### src/rtl/ctrl_pipe.sv
// Carries the decoded control word through the EX/MEM/WB registers and generates load-use stall, branch flush and forwarding selects.
// Latency: one cycle per stage. Only ID->EX can stall; MEM and WB always advance. Optional perf counters: CTRL_PIPE_PERF_EN.
module ctrl_pipe #(
    parameter int CTRL_W = 13,
    parameter int REG_W  = 5,
    parameter int CNT_W  = 32
) (
    input  logic              clk,
    input  logic              reset,
    input  logic              id_valid,
    input  logic [CTRL_W-1:0] id_ctrl,
    input  logic [REG_W-1:0]  id_rs,
    input  logic [REG_W-1:0]  id_rt,
    input  logic [REG_W-1:0]  id_rd,
    input  logic              ex_branch_taken,
    output logic              stall_f,
    output logic              stall_d,
    output logic              flush_d,
    output logic              ex_valid,
    output logic              mem_valid,
    output logic              wb_valid,
    output logic [CTRL_W-1:0] ex_ctrl,
    output logic [CTRL_W-1:0] mem_ctrl,
    output logic [CTRL_W-1:0] wb_ctrl,
    output logic [REG_W-1:0]  ex_rs,
    output logic [REG_W-1:0]  ex_rt,
    output logic [REG_W-1:0]  ex_wreg,
    output logic [REG_W-1:0]  mem_wreg,
    output logic [REG_W-1:0]  wb_wreg,
    output logic [1:0]        fwd_a,
    output logic [1:0]        fwd_b
`ifdef CTRL_PIPE_PERF_EN
    ,
    output logic [CNT_W-1:0]  stall_cnt,
    output logic [CNT_W-1:0]  flush_cnt,
    output logic [CNT_W-1:0]  retire_cnt
`endif
);

    localparam int REGWRITE = CTRL_W - 1;
    localparam int REGDST_H = CTRL_W - 2;
    localparam int REGDST_L = CTRL_W - 3;
    localparam int MEMTOREG = CTRL_W - 8;

    logic             load_use;
    logic             flush;
    logic             load_ex;
    logic [REG_W-1:0] id_dest;

    function automatic logic [1:0] fwd_sel(input logic [REG_W-1:0] src);
        if (mem_valid && mem_ctrl[REGWRITE] && (mem_wreg != '0) && (mem_wreg == src))
            return 2'b10;
        else if (wb_valid && wb_ctrl[REGWRITE] && (wb_wreg != '0) && (wb_wreg == src))
            return 2'b01;
        else
            return 2'b00;
    endfunction

    always_comb begin
        load_use = id_valid && ex_valid && ex_ctrl[MEMTOREG] && ex_ctrl[REGWRITE]
                   && (ex_wreg != '0) && ((ex_wreg == id_rs) || (ex_wreg == id_rt));
        flush    = ex_valid && ex_branch_taken;
        // A taken branch squashes the ID instruction, so stalling it is pointless.
        stall_f  = load_use && !flush;
        stall_d  = load_use && !flush;
        flush_d  = flush;
        load_ex  = id_valid && !load_use && !flush;
        fwd_a    = fwd_sel(ex_rs);
        fwd_b    = fwd_sel(ex_rt);
    end

    always_comb begin
        id_dest = '0;
        case (id_ctrl[REGDST_H:REGDST_L])
            2'b00:   id_dest = id_rt;
            2'b01:   id_dest = id_rd;
            2'b10:   id_dest = '1;
            default: id_dest = '0;
        endcase
    end

    always_ff @(posedge clk or posedge reset) begin
        if (reset) begin
            ex_valid  <= 1'b0;
            ex_ctrl   <= '0;
            ex_rs     <= '0;
            ex_rt     <= '0;
            ex_wreg   <= '0;
            mem_valid <= 1'b0;
            mem_ctrl  <= '0;
            mem_wreg  <= '0;
            wb_valid  <= 1'b0;
            wb_ctrl   <= '0;
            wb_wreg   <= '0;
        end else begin
            if (load_ex) begin
                ex_valid <= 1'b1;
                ex_ctrl  <= id_ctrl;
                ex_rs    <= id_rs;
                ex_rt    <= id_rt;
                ex_wreg  <= id_dest;
            end else begin
                ex_valid <= 1'b0;
                ex_ctrl  <= '0;
                ex_rs    <= '0;
                ex_rt    <= '0;
                ex_wreg  <= '0;
            end
            mem_valid <= ex_valid;
            mem_ctrl  <= ex_ctrl;
            mem_wreg  <= ex_wreg;
            wb_valid  <= mem_valid;
            wb_ctrl   <= mem_ctrl;
            wb_wreg   <= mem_wreg;
        end
    end

`ifdef CTRL_PIPE_PERF_EN
    always_ff @(posedge clk or posedge reset) begin
        if (reset) begin
            stall_cnt  <= '0;
            flush_cnt  <= '0;
            retire_cnt <= '0;
        end else begin
            if (stall_f)  stall_cnt  <= stall_cnt + 1'b1;
            if (flush_d)  flush_cnt  <= flush_cnt + 1'b1;
            if (wb_valid) retire_cnt <= retire_cnt + 1'b1;
        end
    end
`endif

endmodule

### config.mk
export PLATFORM = sky130hd
export DESIGN_NAME = ctrl_pipe
export DESIGN_NICKNAME = d
export VERILOG_FILES = /design/src/rtl/ctrl_pipe.sv
export SDC_FILE = /design/constraint.sdc
export NUM_CORES = 1
export LEC_CHECK = 0
export BUFFER_PORTS_ARGS = -buffer_cell sky130_fd_sc_hd__buf_2
export CAP_MARGIN = 20
export CORE_ASPECT_RATIO = 0.7
export CORE_MARGIN = 5
export CORE_UTILIZATION = 45
export DETAILED_ROUTE_END_ITERATION = 16
export GPL_TIMING_DRIVEN = 0
export PLACE_DENSITY = 0.76
export SKIP_CTS_REPAIR_TIMING = 1
export SLEW_MARGIN = 10
export SYNTH_ARGS = -nofsm -noshare
export SYNTH_HDL_FRONTEND = slang
export SYNTH_SLANG_ARGS = --single-unit
### constraint.sdc
create_clock -name clk -period 3.7 [get_ports clk]
set_input_delay 0.555 -clock clk [delete_from_list [all_inputs] [get_ports clk]]
set_output_delay 0.555 -clock clk [all_outputs]
set_load 0.05 [all_outputs]
# Yosys cells after proc, flatten, opt, wreduce, memory -nomap -nowiden
# Index checks and enable logic that the tools add are counted.
# Widths: inputs -> output; s select.
# op_classes
n_addsub	0
muxes	10
mul	0
bitwise_logic	0
n_shift	0
n_eq_ne	8
reduce_logical	24
n_div	0
n_lt_le_gt_ge	0
# ops
cell	count
$eq 5x5->1	6
$logic_and 1x1->1	17
$mux 5	3
$pmux 5 s3	1
$reduce_bool 5->1	3
$mux 13	1
$mux 2	2
$mux 1	3
$eq 2x1->1 const B	1
$eq 2x2->1 const B	1
$logic_not 1->1	2
$logic_not 2->1	1
$logic_or 1x1->1	1
# totals
ramBits	0
memories	0
input_bits	32
romBits	0
elab_cells	53
out_inout_bits	74
ff_bits	67
latchBits	0

# Depth between registers and ports, before layout
# Gate-level depths: netlist (run 1).
# depth
depth_word	9
ltp_mapped	6
depth_no_buf	4

# Worst setup path before layout (run 1)
# OpenSTA, ideal clock, no wires.
# synth_timing
kind	register -> output
start	reg mem_wreg[3]
end	out fwd_b[0]
path_buffers	0
required_ns	3.145
path_slack_ns	-0.008
t_arrival_ns	3.153
stages_incl_launch_ff	5
cell_sequence	dfrtp_1 -> or4_1 -> o211ai_2 -> nor4_1 -> nor4_2
# synth_via
elab_chain_len	4
word_cells_on_any_way	5
cone_classes	1 x eq/ne; 1 x mux; 3 x reduce/logical
# synth_lines
item	line	text
start, declared	28	output logic [REG_W-1:0] mem_wreg,
start signal, assigned	111	mem_wreg <= ex_wreg;
$reduce_bool 5->1	51	if (mem_valid && mem_ctrl[REGWRITE] && (mem_wreg != '0) && (mem_wreg == src))
$logic_and 1x1->1	51	
$logic_and 1x1->1 *	51	
$mux 2 *	51	
end, declared	31	output logic [1:0] fwd_b
# Mark *: on every way between the ends. The rest lies on a longest branch, timed or not.

# Final worst setup path (run 1)
# layout_timing
start	reg ex_wreg[3]
end	out stall_f
# layout_via
elab_chain_len	4
word_cells_on_any_way	7
cone_classes	2 x eq/ne; 5 x reduce/logical
# layout_lines
item	line	text
start, declared	27	output logic [REG_W-1:0] ex_wreg,
start signal, assigned	101	ex_wreg <= id_dest;
$eq 5x5->1 / $reduce_bool 5->1 (equally long branches)	61	&& (ex_wreg != '0) && ((ex_wreg == id_rs) || (ex_wreg == id_rt));
$logic_or 1x1->1 / $logic_and 1x1->1 (equally long branches)	61	
$logic_and 1x1->1 *	61	
$logic_and 1x1->1 *	64	stall_f = load_use && !flush;
end, declared	16	output logic stall_f,
# Marks and branches as above.

==> flow_metrics.env, run 1 <==
export IMPL_fp_dieArea_mm2=0.00716
export IMPL_p_seq_share_pct=45.0
export IMPL_synth_xor_area_share_pct=10.5
export IMPL_power_frac_clock_pct=37.1
export IMPL_vias_per_cell=4.86
export IMPL_setup_tns_ns=0
export IMPL_antenna_found_initial=0
export IMPL_yosys_area_share_simple_pct=11.4
export IMPL_synthMuxAreaShare_pct=0
export IMPL_final_common_cell="buf_2"
export IMPL_track_usage_pct=18.0
export IMPL_worstPathMaxFanout=10
export IMPL_p_int_w=0.00125
export IMPL_htree_levels=3
export IMPL_criticalPathCategory="reg -> out"
export IMPL_cts_tree="done"
export IMPL_syn_inst=203
export IMPL_gp_congestion=0.868
export IMPL_p_sw_share_pct=30.5
export IMPL_drv_cap=0
export IMPL_dpl_hpwl_mm=4.66
export IMPL_switchingPower_w=0.000550
export IMPL_clk_latency_ns=0.34
export IMPL_finalHoldViolCount=0
export IMPL_ys_warn_count=0
export IMPL_synth_compound_area_share_pct=8.58
export IMPL_seqCellArea_mm2=0.00168
export IMPL_ir_worst_vdd_v=0.000278
export IMPL_clock_path_buffers=2
export IMPL_area_delta_synth_final_pct=33.7
export IMPL_power_density_mw_per_mm2=540
export IMPL_relSlewSlack_pct=48.0
export IMPL_yosysSeqAreaShare_pct=67.2
export IMPL_finalWirelength_mm=6.15
export IMPL_die_x_um=99.0
export IMPL_dr_pass1_iters=5
export IMPL_power_frac_comb_pct=17.9
export IMPL_synth_distinct_cells=21
export IMPL_synth_top_family_by_area="simple AND/OR/NAND/NOR gates"
export IMPL_cts_num_sinks=67
export IMPL_core_area_mm2=0.00531
export IMPL_mostFrequentLayoutCells="buf_2, dfrtp_1, a21oi_1, nand3_1, xnor2_1"
export IMPL_antenna_diode_count=0
export IMPL_grt_pass1_vias=1987
export IMPL_busiest_layer="met2"
export IMPL_drc=0
export IMPL_ant_nets=0
export IMPL_synthAdderAreaFrac_pct=0
export IMPL_start_util_pct=47.0
export IMPL_mappedNetlistNets=235
export IMPL_n_fill_cell=463
export IMPL_drtIter0Drc=92
export IMPL_tightest_slew_ns=0.780
export IMPL_drive_gt1_share_pct=38.7
export IMPL_grt_max_degree=68
export IMPL_min_path_type="in -> async"
export IMPL_syn_area_per_cell_um2=12.3
export IMPL_worstRegToRegCells=5
export IMPL_endpoint_kind="primary output"
export IMPL_cp_required_ns=3.14
export IMPL_nets=350
export IMPL_dp_cells=379
export IMPL_final_cells=395
export IMPL_overflow=0
export IMPL_multiInputGateArea_um2=762
export IMPL_chipHeight_um=72.3
export IMPL_slew_viol_final=0
export IMPL_wl_per_cell_um=15.6
export IMPL_ioPinCount=106
export IMPL_cts_root_buf="clkbuf_8"
export IMPL_leakagePower_nw=1.80
export IMPL_use_met2_pct=28.6
export IMPL_fmax_ghz=0.347
export IMPL_grt_setup_unrepaired="false"
export IMPL_fin_skew_ns=0.00837
export IMPL_fin_crit_ns=2.88
export IMPL_finalCritPeriodShare_pct=78.0
export IMPL_arrival_ns=2.33
export IMPL_io_buffers=104
export IMPL_startpoint_type="flip-flop"
export IMPL_grt_pass1_wl_mm=9.94
export IMPL_ys_seq_elements=67
export IMPL_cts_clk_slew_worst_paths_ns=0.07
export IMPL_status="finished, final reports clean"
export IMPL_row_count=22
export IMPL_vias=1918
export IMPL_setup_viol=0
export IMPL_use_met3_pct=6.34
export IMPL_use_met1_pct=23.3
export IMPL_syn_area_mm2=0.00249
export IMPL_numCtsBuffers=9
power by group through the flow:
stage | Sequential (W) | Clock (W) | Combinational [W]
after floorplan | 0.000968 | 0 | 0.0000858
after detailed placement | 0.000826 | 0 | 0.000324
after CTS | 0.000811 | 0.000679 | 0.000325
after global routing | 0.000818 | 0.000710 | 0.000343
after global placement | 0.000823 | 0 | 0.000320
final | 0.000811 | 0.000668 | 0.000322
metal layers:
metal	part of all wire, %	wire length (um)	vias to the layer above
li1	-	-	930
met1	44	2700	907
met2	47	2880	74
met3	8.0	493	7
met4	1.2	72	0
met5	0	0	-
registers in the layout, indices dropped and copies added (netlist names):
name and count:
ex_ctrl 13, mem_ctrl 13, wb_ctrl 13, ex_rs 5, ex_rt 5, ex_wreg 5, mem_wreg 5, wb_wreg 5
ex_valid 1, mem_valid 1, wb_valid 1
synthesized netlist by cell type:
library cell	n	area [um2]
buf_4	1	7.51
xor2_1	14	123
and3b_1	1	8.76
nor2_1	11	41.3
o211ai_1	1	7.51
nand3_1	27	135
o211ai_2	1	12.5
inv_1	2	7.51
clkbuf_1	11	41.3
xnor2_1	16	140
dfrtp_1	67	1680
nand4_1	1	6.26
nor4_1	2	12.5
o22ai_1	1	6.26
nor3_1	1	5.00
a21oi_1	30	150
a211oi_1	5	37.5
nor4_2	2	25.0
nand2_1	4	15.0
or4_1	4	30.0
nor2b_1	1	6.26
area by class of cell:
class | count | area share, %
repair buffers | 104 | 15.6
plain buffers | 12 | 1.46
inverters | 2 | 0.300
clock inverters | 6 | 2.66
well taps | 72 | 2.70
clock buffers | 10 | 4.13
multi-input cells | 122 | 22.9
flip-flops and latches | 67 | 50.3
final timing paths:
path,startpoint,slack (ns),endpoint
setup / recovery,ex_wreg[3],0.82,stall_f
hold / removal,reset,0.36,wb_ctrl[1]
setup reg to reg,ex_wreg[3],2.03,ex_wreg[0]
hold reg to reg,mem_ctrl[7],0.37,wb_ctrl[7]
max in group asynchronous,reset,2.82,ex_ctrl[12]
min in group clk,mem_ctrl[7],0.37,wb_ctrl[7]
worst max-delay path, cell delays in order (launching register included):
cell	delay (ns)
dfrtp_1	0.46
xnor2_1	0.20
nand2_1	0.09
o22ai_1	0.24
clkbuf_1	0.41
and3b_1	0.26
buf_4	0.10
buf_2	0.24
cells by family after synthesis:
logic type      after synthesis
compound gates               38
xor+xnor                     30
buf+inv                      14
flops                        67
simple gates                 54
per-stage QoR:
step                      hold WS [ns]  instance area [um2]  worst slack, ns  utilization, %  total power, W
after floorplan                  0.672                 2490         -0.00832               -         0.00105
after global placement           0.352                 3110            0.809            58.5         0.00114
after detailed placement         0.353                 3110            0.998            58.5         0.00115
after CTS                        0.370                 3330            0.820            62.8         0.00182
after global routing             0.379                 3330            0.628            62.8         0.00187
final                            0.364                 3330            0.816            62.8         0.00180
Power figures use the tool's default switching activity.
==> inputs of run 2 (changes only) <==
Settings changed: CORE_UTILIZATION 45 to 42, PLACE_DENSITY 0.76 to 0.75.
Clock period 3.7 ns to 2.56 ns, I/O delays scaled along.
==> run 2 against run 1 <==
Net effect: combinational power rose by 50%; first-iteration DRC count rose by 12%; sequential share of layout area fell by 0.30 points; register-to-register slack got worse by 1.1 ns; worst hold slack got worse by 0.17 ns.
==> flow_metrics.env, run 2 (synthesized netlist as in run 1, its figures left out) <==
export IMPL_relSlewSlack_pct=47.8
export IMPL_grt_max_degree=68
export IMPL_cts_num_sinks=67
export IMPL_track_usage_pct=17.5
export IMPL_finalCritPeriodShare_pct=96.8
export IMPL_finalHoldViolCount=0
export IMPL_antenna_diode_count=0
export IMPL_endpoint_kind="primary output"
export IMPL_mostFrequentLayoutCells="buf_2, dfrtp_1, a21oi_1, nand3_1, xnor2_1"
export IMPL_crit_path_start="wb_wreg[1]"
export IMPL_fmax_ghz=0.404
export IMPL_htree_levels=3
export IMPL_multiInputGateArea_um2=830
export IMPL_worstPathMaxFanout=4
export IMPL_row_count=23
export IMPL_criticalPathCategory="reg -> out"
export IMPL_grt_setup_unrepaired="false"
export IMPL_start_util_pct=43.3
export IMPL_final_common_cell="buf_2"
export IMPL_vias=1968
export IMPL_drv_cap=0
export IMPL_reg_largest_list="ex_ctrl x13, mem_ctrl x13, wb_ctrl x13"
export IMPL_rr_startpoint="ex_wreg[0]"
export IMPL_gp_congestion=0.804
export IMPL_nets=350
export IMPL_fin_crit_ns=2.48
export IMPL_fin_util_pct=58.5
export IMPL_setup_viol=0
export IMPL_finalWirelength_mm=6.48
export IMPL_startpoint_type="flip-flop"
export IMPL_status="finished, final reports clean"
export IMPL_core_area_mm2=0.00576
export IMPL_antenna_found_initial=0
export IMPL_chipHeight_um=74.5
export IMPL_min_path_type="in -> async"
export IMPL_grt_pass1_wl_mm=9.84
export IMPL_n_fill_cell=511
export IMPL_ant_nets=0
export IMPL_grt_pass1_vias=1963
export IMPL_final_area_mm2=0.00337
export IMPL_numCtsBuffers=9
export IMPL_area_delta_synth_final_pct=35.0
export IMPL_cts_root_buf="clkbuf_8"
export IMPL_cp_required_ns=2.18
export IMPL_vias_per_cell=4.97
export IMPL_clock_path_buffers=2
export IMPL_dr_pass1_iters=4
export IMPL_power_density_mw_per_mm2=718
export IMPL_cts_clk_slew_worst_paths_ns=0.07
export IMPL_p_total_w=0.00242
export IMPL_leakagePower_nw=1.78
export IMPL_clk_latency_ns=0.34
export IMPL_cts_tree="done"
export IMPL_ioPinCount=106
export IMPL_arrival_ns=2.09
export IMPL_overflow=0
export IMPL_drtIter0Drc=103
export IMPL_drive_gt1_share_pct=41.7
export IMPL_drc=0
export IMPL_fp_dieArea_mm2=0.00761
export IMPL_seqCellArea_mm2=0.00168
export IMPL_slew_viol_final=0
export IMPL_tightest_slew_ns=0.783
export IMPL_wl_per_cell_um=16.4
export IMPL_die_x_um=102
export IMPL_fin_skew_ns=0.00825
export IMPL_placed_cell_area_mm2=0.00317
export IMPL_ir_worst_vdd_v=0.000348
export IMPL_dpl_hpwl_mm=4.86
export IMPL_io_buffers=104
run 2: changes by cell type in the layout (fill, tap and decap cells not counted), sizes merged:
| cell | previous run | this run |
|---|---|---|
| clkinvlp | 2 | 1 |
| clkbuf | 21 | 22 |
| buf | 105 | 106 |
| bufinv | 2 | 0 |
| clkinv | 2 | 1 |
run 2: final timing paths:
| path | to | slack, ns | depth (start not counted) |
|---|---|---|---|
| min | wb_ctrl[4] | 0.19 | 2 |
| min reg2reg | wb_ctrl[2] | 0.37 | 0 |
| max reg2reg | ex_ctrl[9] | 0.91 | 5 |
| min in group clk | ex_ctrl[5] | 0.29 | 3 |
| max in group asynchronous | mem_wreg[3] | 1.82 | 2 |
| max | fwd_b[0] | 0.08 | 5 |
run 2: worst max-delay path, cell delays in order (launching register included):
cell	delay [ns]
dfrtp_2	0.41
or4_1	0.13
o211ai_1	0.11
or4_1	0.59
nor4_4	0.28
buf_4	0.23
run 2: layout make-up:
class / count / area share [%]
sequential: 67 / 50.0
timing repair buffer: 104 / 15.7
clock inverter: 2 / 0.372
tap: 75 / 2.79
buffer: 12 / 1.60
clock buffer: 12 / 4.61
inverter: 2 / 0.297
multi-input combinational: 122 / 24.6
run 2: where the power goes:
group / internal, W / total (W) / switching (W)
Combinational: 0.000122 / 0.000483 / 0.000362
Clock: 0.000392 / 0.000760 / 0.000368
Sequential: 0.00112 / 0.00118 / 0.0000563
Total: 0.00163 / 0.00242 / 0.000786
run 2: routing by layer:
metal	vias up	GRT usage (%)	share of wire, %
li1	927	-	-
met3	11	7.03	9.1
met5	-	0	0
met2	84	25.6	47
met1	946	23.8	42
met4	0	6.26	2.1
run 2: per-stage QoR:
stage	hold WS, ns	std cells	worst slack (ns)	setup TNS [ns]
floorplan	0.522	203	0.00843	0
global placement	0.352	382	-0.371	-12.80
detailed placement	0.355	382	0.216	0
CTS	0.218	396	-0.168	-0.291
global route	0.260	396	0.00538	0
finish	0.191	396	0.0824	0
==> inputs of run 3 (changes only) <==
Clock period 2.56 ns to 2.11 ns, I/O delays scaled along.
==> run 3 against run 2 <==
Net effect: the run now ends with setup timing left; critical path type unchanged; power increased by 35%; largest power group unchanged; die area stayed put; routed wire length increased by 3.6%; sequential share of layout area down 2.9 points.
==> flow_metrics.env, run 3 (synthesized netlist as in run 1, its figures left out) <==
export IMPL_chipHeight_um=74.5
export IMPL_setup_viol=5
export IMPL_path_depth=5
export IMPL_rr_startpoint="ex_wreg[1]"
export IMPL_finalWirelength_mm=6.71
export IMPL_dr_pass1_iters=4
export IMPL_power_density_mw_per_mm2=906
export IMPL_wl_per_cell_um=16.4
export IMPL_crit_path_start="mem_wreg[3]"
export IMPL_p_int_w=0.00226
export IMPL_slew_viol_final=0
export IMPL_grt_pass1_vias=2020
export IMPL_power_frac_clock_pct=37.3
export IMPL_endpoint_kind="primary output"
export IMPL_finalHoldViolCount=0
export IMPL_grt_setup_unrepaired="true"
export IMPL_crit_end="fwd_b[0]"
export IMPL_mostFrequentLayoutCells="buf_2, dfrtp_1, a21oi_1, nand3_1, dfrtp_2"
export IMPL_status="complete, but fails checks"
export IMPL_min_path_type="in -> async"
export IMPL_relSlewSlack_pct=46.5
export IMPL_io_buffers=104
export IMPL_cts_tree="done"
export IMPL_crit_chain="or4_4, o211ai_4, nor4_4, nor4_4, buf_6"
export IMPL_ir_worst_vdd_v=0.000444
export IMPL_overflow=0
export IMPL_fp_dieArea_mm2=0.00761
export IMPL_p_sw_share_pct=30.7
export IMPL_grt_max_degree=68
export IMPL_worst_path_largest_cell_delay_ns=0.56
export IMPL_fin_ws_ns=-0.245
export IMPL_final_common_cell="buf_2"
export IMPL_crit_family="simple AND/OR/NAND/NOR gates"
export IMPL_antenna_found_initial=0
export IMPL_failed_checks="setup timing"
export IMPL_antenna_diode_count=0
export IMPL_tightest_slew_ns=0.802
export IMPL_reg_largest_list="ex_ctrl x13, mem_ctrl x13, wb_ctrl x13"
export IMPL_drtIter0Drc=111
export IMPL_cts_clk_slew_worst_paths_ns=0.07
export IMPL_finalCritPeriodShare_pct=112
export IMPL_cts_num_sinks=67
export IMPL_cp_slowest_cell="or4_4"
export IMPL_r2r_setup_slack_ns=0.53
export IMPL_cts_root_buf="clkbuf_8"
export IMPL_htree_levels=3
export IMPL_drive_gt1_share_pct=49.4
export IMPL_worstRegToRegCells=5
export IMPL_worstPathMaxFanout=4
export IMPL_fin_crit_ns=2.36
export IMPL_power_frac_comb_pct=19.0
export IMPL_cp_required_ns=1.79
export IMPL_cp_common_cell="nor4_4"
export IMPL_track_usage_pct=17.9
export IMPL_startpoint_type="flip-flop"
export IMPL_gp_congestion=0.786
export IMPL_core_area_mm2=0.00576
export IMPL_clock_path_buffers=2
export IMPL_switchingPower_w=0.00100
export IMPL_fmax_ghz=0.425
export IMPL_arrival_ns=2.04
export IMPL_dpl_hpwl_mm=4.94
export IMPL_vias=1994
export IMPL_vias_per_cell=4.88
export IMPL_ant_nets=0
export IMPL_drv_cap=0
export IMPL_drc=0
export IMPL_grt_pass1_wl_mm=10.1
export IMPL_n_fill_cell=501
export IMPL_leakagePower_nw=1.88
export IMPL_start_util_pct=43.3
export IMPL_nets=361
export IMPL_p_seq_share_pct=43.7
export IMPL_die_x_um=102
export IMPL_fin_skew_ns=0.00923
export IMPL_fin_util_pct=62.6
export IMPL_p_total_w=0.00326
export IMPL_reg2reg_to="ex_rt[1]"
export IMPL_ioPinCount=106
export IMPL_criticalPathCategory="reg -> out"
export IMPL_row_count=23
export IMPL_numCtsBuffers=9
export IMPL_pre_cts_ws_ns=-0.0887
export IMPL_setup_tns_ns=-0.693
export IMPL_clk_latency_ns=0.34
export IMPL_area_delta_synth_final_pct=44.4
export IMPL_cp_buffers_inverters=1
[run 3: changes by cell type in the layout (fill, tap and decap cells not counted), moves of 4 or more]
| cell | before | now |
|---|---|---|
| buf_2 | 102 | 98 |
| buf_4 | 3 | 12 |
| buf_6 | 1 | 5 |
| dfrtp_1 | 62 | 51 |
| dfrtp_2 | 5 | 16 |
[run 3: metal layers]
layer,global-route usage [%],vias to the layer above,part of all wire [%]
met5,0,-,0
li1,-,946,-
met3,5.53,10,7.6
met4,6.55,0,1.4
met1,24.0,973,42
met2,27.7,65,49
[run 3: metrics by stage]
step	std cells	instance area, um2	hold WS (ns)
finish	409	3600	0.118
global placement	382	3190	0.352
detailed placement	382	3190	0.355
global route	409	3600	0.189
CTS	398	3420	0.137
floorplan	203	2570	0.451
[run 3: worst min-delay path by stage]
stage                      startpoint          end  slack [ns]  depth (start not counted)
final                           reset   wb_ctrl[1]        0.12                          2
after global routing            reset   wb_ctrl[0]        0.19                          2
after CTS                       reset     wb_valid        0.14                          2
after detailed placement  mem_ctrl[7]   wb_ctrl[7]        0.36                          0
after global placement    mem_ctrl[5]   wb_ctrl[5]        0.35                          0
after floorplan           id_ctrl[12]  ex_ctrl[12]        0.45                          2
[run 3: layout make-up]
cell class / count / area [um2] / area share, %
buffer: 12 / 62.6 / 1.74
clock buffer: 11 / 151 / 4.20
clock inverter: 5 / 85.1 / 2.36
inverter: 2 / 10.0 / 0.278
multi-input combinational: 122 / 860 / 23.9
sequential: 67 / 1700 / 47.1
tap: 75 / 93.8 / 2.60
timing repair buffer: 115 / 644 / 17.9
[run 3: worst register-to-register path, delay by kind of cell, from the launching register on]
kind            cells  cell delay, ns
compound gates      2            0.35
xor+xnor            1            0.17
buf+inv             1            0.37
flops               1            0.45
simple gates        1            0.09
[run 3: power groups by stage]
stage | sequential (W) | combinational (W) | clock [W]
2_1_floorplan | 0.00170 | 0.000166 | 0
3_3_place_gp | 0.00145 | 0.000579 | 0
3_5_place_dp | 0.00145 | 0.000587 | 0
4_1_cts | 0.00143 | 0.000588 | 0.00124
5_1_grt | 0.00144 | 0.000661 | 0.00129
6_report | 0.00143 | 0.000622 | 0.00122
